==> src/rtl/image_overlay_draw.sv <==
// Greyscale ROM image overlay with scaling, transparency key, channel mask
// and frame-timed fade FSM; delays sync/blank to stay aligned with rgb_out.
// Ports: system_clock_in/reset_n_in (sync, active-low); hcount/vcount,
//   hsync/vsync/blank, bg_rgb_in from the timing generator; x_in/y_in,
//   scale_log2_in, channel_mask_in, show_in/hide_in controls; rom_addr_out/
//   rom_data_in to the image ROM; rgb_out, hsync_out, vsync_out, blank_out,
//   visible_out, fade_busy_out to the display mux.
module image_overlay_draw #(
   parameter int         WIDTH           = 80,
   parameter int         HEIGHT          = 256,
   parameter int         ADDR_W          = 15,
   parameter int         ROM_LATENCY     = 2,
   parameter int         FRAMES_PER_STEP = 4,
   parameter bit         TRANSPARENT_EN  = 1'b1,
   parameter logic [7:0] TRANSPARENT_KEY = 8'h00
) (
   input  logic              system_clock_in,
   input  logic              reset_n_in,
   input  logic [10:0]       hcount,
   input  logic [9:0]        vcount,
   input  logic              hsync,
   input  logic              vsync,
   input  logic              blank,
   input  logic [11:0]       bg_rgb_in,
   input  logic [10:0]       x_in,
   input  logic [9:0]        y_in,
   input  logic [1:0]        scale_log2_in,
   input  logic [2:0]        channel_mask_in,
   input  logic              show_in,
   input  logic              hide_in,
   output logic [ADDR_W-1:0] rom_addr_out,
   input  logic [7:0]        rom_data_in,
   output logic [11:0]       rgb_out,
   output logic              hsync_out,
   output logic              vsync_out,
   output logic              blank_out,
   output logic              visible_out,
   output logic              fade_busy_out
);

   // Side-band delay so it lines up with rom_data_in at the output stage.
   localparam int DL = ROM_LATENCY + 1;
   localparam int CW = (FRAMES_PER_STEP > 1) ? $clog2(FRAMES_PER_STEP) : 1;
   localparam logic [CW-1:0] CNT_LAST = CW'(FRAMES_PER_STEP - 1);

   typedef enum logic [1:0] {IDLE, FADE_IN, SHOWN, FADE_OUT} state_t;

   state_t            state_q, state_d;
   logic [3:0]        bright_q, bright_d;
   logic [CW-1:0]     cnt_q, cnt_d;
   logic              vis_q, busy_q;

   logic              vs_prev_q;
   logic [10:0]       xl_q;
   logic [9:0]        yl_q;
   logic [1:0]        sl_q;

   logic [ADDR_W-1:0] rom_addr_q, addr_d;
   logic [11:0]       bg_dl_q [DL];
   logic [DL-1:0]     hs_dl_q, vs_dl_q, bl_dl_q, rg_dl_q;

   logic [11:0]       rgb_q, rgb_d;
   logic              hs_q, vs_q, bl_q;

   logic              tick;
   logic [1:0]        scale_eff;
   logic [11:0]       hc, vc, xs, ys, xe, ye, dx, dy;
   logic              in_reg;
   logic [4:0]        bmul;
   logic [12:0]       prod;
   logic [3:0]        lvl;

   assign tick      = vs_prev_q & ~vsync;
   assign scale_eff = (scale_log2_in == 2'd3) ? 2'd2 : scale_log2_in;

   // Region test at 12 bits so xl+scaled width never wraps.
   always_comb begin
      hc     = {1'b0, hcount};
      vc     = {2'b0, vcount};
      xs     = {1'b0, xl_q};
      ys     = {2'b0, yl_q};
      xe     = xs + (12'(WIDTH) << sl_q);
      ye     = ys + (12'(HEIGHT) << sl_q);
      in_reg = (hc >= xs) && (hc < xe) && (vc >= ys) && (vc < ye);
      dx     = (hc - xs) >> sl_q;
      dy     = (vc - ys) >> sl_q;
      addr_d = ADDR_W'(dy) * ADDR_W'(WIDTH) + ADDR_W'(dx);
   end

   // Output stage: scale grey by brightness, then pick blank/bg/image.
   always_comb begin
      bmul = {1'b0, bright_q} + 5'd1;
      prod = {5'b0, rom_data_in} * {8'b0, bmul};
      lvl  = prod[11:8];
      if (bl_dl_q[DL-1]) begin
         rgb_d = '0;
      end else if ((state_q == IDLE) || !rg_dl_q[DL-1] ||
                   (TRANSPARENT_EN && (rom_data_in == TRANSPARENT_KEY))) begin
         rgb_d = bg_dl_q[DL-1];
      end else begin
         rgb_d = {channel_mask_in[2] ? lvl : 4'h0,
                  channel_mask_in[1] ? lvl : 4'h0,
                  channel_mask_in[0] ? lvl : 4'h0};
      end
   end

   // Pulses are applied first; a coincident tick then counts in the new state.
   always_comb begin
      state_d  = state_q;
      bright_d = bright_q;
      cnt_d    = cnt_q;
      if (hide_in) begin
         if (state_q == FADE_IN || state_q == SHOWN) begin
            state_d = FADE_OUT;
            cnt_d   = '0;
         end
      end else if (show_in) begin
         if (state_q == IDLE) begin
            state_d  = FADE_IN;
            bright_d = '0;
            cnt_d    = '0;
         end else if (state_q == FADE_OUT) begin
            state_d = FADE_IN;
            cnt_d   = '0;
         end
      end
      if (tick) begin
         unique case (state_d)
            FADE_IN: begin
               if (bright_d == 4'hF) begin
                  state_d = SHOWN;
               end else if (cnt_d == CNT_LAST) begin
                  cnt_d    = '0;
                  bright_d = bright_d + 4'd1;
                  if (bright_d == 4'hF) state_d = SHOWN;
               end else begin
                  cnt_d = cnt_d + CW'(1);
               end
            end
            FADE_OUT: begin
               if (bright_d == 4'h0) begin
                  state_d = IDLE;
               end else if (cnt_d == CNT_LAST) begin
                  cnt_d    = '0;
                  bright_d = bright_d - 4'd1;
                  if (bright_d == 4'h0) state_d = IDLE;
               end else begin
                  cnt_d = cnt_d + CW'(1);
               end
            end
            default: ;
         endcase
      end
   end

   always_ff @(posedge system_clock_in) begin
      if (!reset_n_in) begin
         state_q  <= IDLE;
         bright_q <= '0;
         cnt_q    <= '0;
         vis_q    <= 1'b0;
         busy_q   <= 1'b0;
      end else begin
         state_q  <= state_d;
         bright_q <= bright_d;
         cnt_q    <= cnt_d;
         vis_q    <= (state_d != IDLE);
         busy_q   <= (state_d == FADE_IN) || (state_d == FADE_OUT);
      end
   end

   always_ff @(posedge system_clock_in) begin
      if (!reset_n_in) begin
         vs_prev_q  <= 1'b1;
         xl_q       <= '0;
         yl_q       <= '0;
         sl_q       <= '0;
         rom_addr_q <= '0;
         for (int i = 0; i < DL; i++) bg_dl_q[i] <= '0;
         hs_dl_q    <= '1;
         vs_dl_q    <= '1;
         bl_dl_q    <= '1;
         rg_dl_q    <= '0;
         rgb_q      <= '0;
         hs_q       <= 1'b1;
         vs_q       <= 1'b1;
         bl_q       <= 1'b1;
      end else begin
         vs_prev_q <= vsync;
         if (tick) begin
            xl_q <= x_in;
            yl_q <= y_in;
            sl_q <= scale_eff;
         end
         rom_addr_q <= addr_d;
         for (int i = DL - 1; i > 0; i--) bg_dl_q[i] <= bg_dl_q[i-1];
         bg_dl_q[0] <= bg_rgb_in;
         hs_dl_q    <= {hs_dl_q[DL-2:0], hsync};
         vs_dl_q    <= {vs_dl_q[DL-2:0], vsync};
         bl_dl_q    <= {bl_dl_q[DL-2:0], blank};
         rg_dl_q    <= {rg_dl_q[DL-2:0], in_reg};
         rgb_q      <= rgb_d;
         hs_q       <= hs_dl_q[DL-1];
         vs_q       <= vs_dl_q[DL-1];
         bl_q       <= bl_dl_q[DL-1];
      end
   end

   assign rom_addr_out  = rom_addr_q;
   assign rgb_out       = rgb_q;
   assign hsync_out     = hs_q;
   assign vsync_out     = vs_q;
   assign blank_out     = bl_q;
   assign visible_out   = vis_q;
   assign fade_busy_out = busy_q;

endmodule

==> config.mk <==
export PLATFORM = sky130hd
export DESIGN_NAME = image_overlay_draw
export DESIGN_NICKNAME = d
export VERILOG_FILES = /design/src/rtl/image_overlay_draw.sv
export SDC_FILE = /design/constraint.sdc
export NUM_CORES = 1
export LEC_CHECK = 0
export BUFFER_PORTS_ARGS = -buffer_cell sky130_fd_sc_hd__buf_2
export CAP_MARGIN = 30
export CORE_MARGIN = 5
export CORE_UTILIZATION = 45
export DETAILED_ROUTE_END_ITERATION = 12
export PLACE_DENSITY = 0.72
export SETUP_SLACK_MARGIN = 0.05
export SYNTH_ARGS = -nofsm -noshare
export SYNTH_HDL_FRONTEND = slang
export SYNTH_SLANG_ARGS = --single-unit
==> constraint.sdc <==
create_clock -name system_clock_in -period 4.87 [get_ports system_clock_in]
set_input_delay 0.487 -clock system_clock_in [delete_from_list [all_inputs] [get_ports system_clock_in]]
set_output_delay 0.487 -clock system_clock_in [all_outputs]
set_load 0.05 [all_outputs]
==> results_dict.tcl <==
set metrics [dict create \
    post_cts_buffers 0 \
    cts_max_path_buffers 2 \
    synth_edf_count 0 \
    clock_latency_ps 350 \
    synth-compound-area-share_pct 17.0 \
    seq_area_frac_synth_pct 28.1 \
    cts_max_level 3 \
    crit_arrival_ps 4830 \
    finalCritPeriodShare_pct 94.2 \
    cap_violations 0 \
    cts_buffers 9 \
    track_usage_pct 18.5 \
    tightest_slew_ps 816 \
    comb_power_share_pct 50.2 \
    synth_area_per_cell_um2 8.77 \
    dpl_cell_area_mm2 0.00885 \
    rr_startpoint "bright_q[0]" \
    hold_viol_final 0 \
    clock_skew_ps 9.56 \
    syn_nets 1076 \
    root_buffer "clkbuf_16" \
    drt_iter0_drc 338 \
    seq_power_share_pct 27.7 \
    grt_pass1_wl_um 30400 \
    worstSetupPathType "register to register" \
    p_total_mw 3.62 \
    post_route_cells_drive_above_1_share_pct 19.8 \
    r2r_cells 15 \
    post-dp-hpwl_um 14200 \
    coreArea_mm2 0.0172 \
    dominantRegCellSynth "dfxtp_1" \
    p_sw_mw 1.39 \
    grt_max_degree 97 \
    ctsHoldBuffers 0 \
    crit_start "bright_q[0]" \
    yosysWarningCount 0 \
    cts.sinks 110 \
    slew_viol_final 0 \
    grt_overflow 0 \
    wl_per_cell_um 14.7 \
    max_freq_ghz 0.218 \
    async_flop_share_pct 0 \
    min-delay-start "hsync" \
    antenna_found_initial 0 \
    diodes 0 \
    layout.nets 1207 \
    synth_area_mm2 0.00782 \
    end_kind "register" \
    synth_top_family_by_area "simple AND/OR/NAND/NOR gates" \
    fin_area_mm2 0.00926 \
    vias_per_cell 5.20 \
    ir_worst_vdd_uv 217 \
    maxSlewHeadroom_pct 45.5 \
    ys_seq_elements 110 \
    path_clk_slew_ps 80 \
    setup.worst_path.start_class "register" \
    grt_pass1_vias 6394 \
    dieArea_mm2 0.0201 \
    muxShareOfSynthArea_pct 3.42 \
    syn-instance-count 892 \
    powerDensity_mw_per_mm2 391 \
    cts_tree "yes" \
    clockPowerShare_pct 22.0 \
    min_path_type "input port to register" \
    vias 6520 \
    initial_utilization_pct 45.5 \
    io_buffer_count 105 \
    most-common-layout-cells "109 x dfxtp_1, 105 x buf_2, 92 x nand2_1" \
    p_int_mw 2.23 \
    fin_crit_ps 4590 \
    ant_nets 0 \
    syn2layout_area_growth_pct 18.4 \
    p_leak_nw 4.32 \
    synth_simple_gate_area_share_pct 21.3 \
    status "completed" \
    remaining_drc_errors 0 \
    die_height_um 142 \
    switching_share_pct 38.4 \
    synthAdderAreaFrac_pct 19.7 \
    setup_viol 0 \
    wl_um 18500 \
    io_pins 106 \
    gp_congestion 0.901 \
    crit_fanout 5 \
    yosys.area_share.xor_xnor_pct 4.86 \
    drt-pass1-iter-count 5 \
    final_common_cell "dfxtp_1" \
    synth.distinct_cells 77 \
    required_ps 5110 \
    rows 48 \
    die_w_um 142 \
    setup_tns_ps 0 \
    rsz0062_at_grt "yes" \
    whs_path_depth 2 \
]
power by group through the flow:
stage          Sequential [mW]  Combinational [mW]  Clock [mW]
2_1_floorplan             1.17                1.06           0
3_3_place_gp              1.02                1.71           0
3_5_place_dp              1.02                1.73           0
4_1_cts                   1.00                1.77       0.821
5_1_grt                   1.01                1.99       0.858
6_report                  1.00                1.82       0.797
cell families after synthesis:
kind of cell    Yosys count
xor+xnor                 41
compound gates          180
buf+inv                 112
simple gates            316
flops                   110
fa+ha+maj               110
mux                      23
layer usage:
layer / part of all wire, % / GRT usage (%)
met3: 5.3 / 3.07
met4: 1.6 / 5.61
met1: 46 / 25.0
met2: 47 / 30.2
met5: 0 / 0
synthesized netlist by cell type, types with 4 or more instances:
library cell | number | area [um2]
a211oi_1 | 5 | 37.5
o21a_1 | 11 | 82.6
nor2_1 | 35 | 131
mux2i_1 | 20 | 200
o21ai_0 | 22 | 110
o221ai_1 | 5 | 43.8
or3_1 | 5 | 31.3
nand4_1 | 7 | 43.8
nand3b_1 | 4 | 30.0
a311o_1 | 4 | 40.0
a21o_1 | 11 | 82.6
nor2b_1 | 17 | 106
nand2b_1 | 24 | 150
o21bai_1 | 8 | 60.1
ha_1 | 88 | 1100
nor3b_1 | 8 | 60.1
a21boi_0 | 27 | 203
nand3_1 | 13 | 65.1
and3b_1 | 5 | 43.8
dfxtp_1 | 110 | 2200
and2_1 | 77 | 482
a31oi_1 | 4 | 25.0
a21oi_1 | 34 | 170
inv_1 | 78 | 293
xor2_1 | 12 | 105
nor4_1 | 7 | 43.8
xnor2_1 | 27 | 236
fa_1 | 22 | 440
nor3_1 | 13 | 65.1
o311a_1 | 4 | 40.0
a22oi_1 | 5 | 37.5
nand2_1 | 92 | 345
clkbuf_1 | 23 | 86.3
cell type report:
cell class	count	area, um2
flip-flops and latches	110	2200
repair buffers	152	878
fillers	1644	7920
clock buffers	9	225
well taps	225	282
multi-input cells	670	5270
clock inverters	7	97.6
inverters	80	300
critical path, cell delays in order (launching register included):
cell and delay (ps):
dfxtp_1 350, ha_1 250, and3_1 240, and2_1 190, fa_1 510, fa_1 540, inv_1 50, fa_1 530
inv_1 40, ha_1 290, a2111o_1 360, a31oi_1 230, o21ba_2 200, o21ai_0 190, and3b_1 230, a311o_1 260
metrics by stage:
| step | worst slack, ps | util [%] | std cells | hold slack, ps |
|---|---|---|---|---|
| 3_5_place_dp | -274 | 51.5 | 1237 | 393 |
| 5_1_grt | 27.5 | 53.9 | 1253 | 310 |
| 4_1_cts | 78.1 | 53.5 | 1253 | 299 |
| 6_report | 280 | 53.9 | 1253 | 313 |
| 2_1_floorplan | 78.4 | - | 892 | 386 |
| 3_3_place_gp | -131 | 51.5 | 1237 | 389 |
worst paths after layout:
path                  to  slack [ps]
max          rgb_out[11]         280
min reg2reg   bl_dl_q[1]         410
max reg2reg  rgb_out[11]         280
min           hs_dl_q[0]         310
what timing repair did:
| item | CTS | global route |
|---|---|---|
| gates resized for setup | 3 | 15 |
| pin swaps | 0 | 8 |
| endpoints found under the setup margin | 1 | 6 |
registers in the layout, summed over array words and instances, names as in the netlist, 2 cells and up:
| name | count |
|---|---|
| vs_dl_q | 3 |
| cnt_q | 2 |
| bright_q | 4 |
| bg_dl_q | 36 |
| sl_q | 2 |
| rgb_out | 12 |
| rg_dl_q | 3 |
| hs_dl_q | 3 |
| bl_dl_q | 3 |
| xl_q | 11 |
| yl_q | 10 |
| state_q | 2 |
| rom_addr_out | 15 |
(Power assumes the default switching activity.)
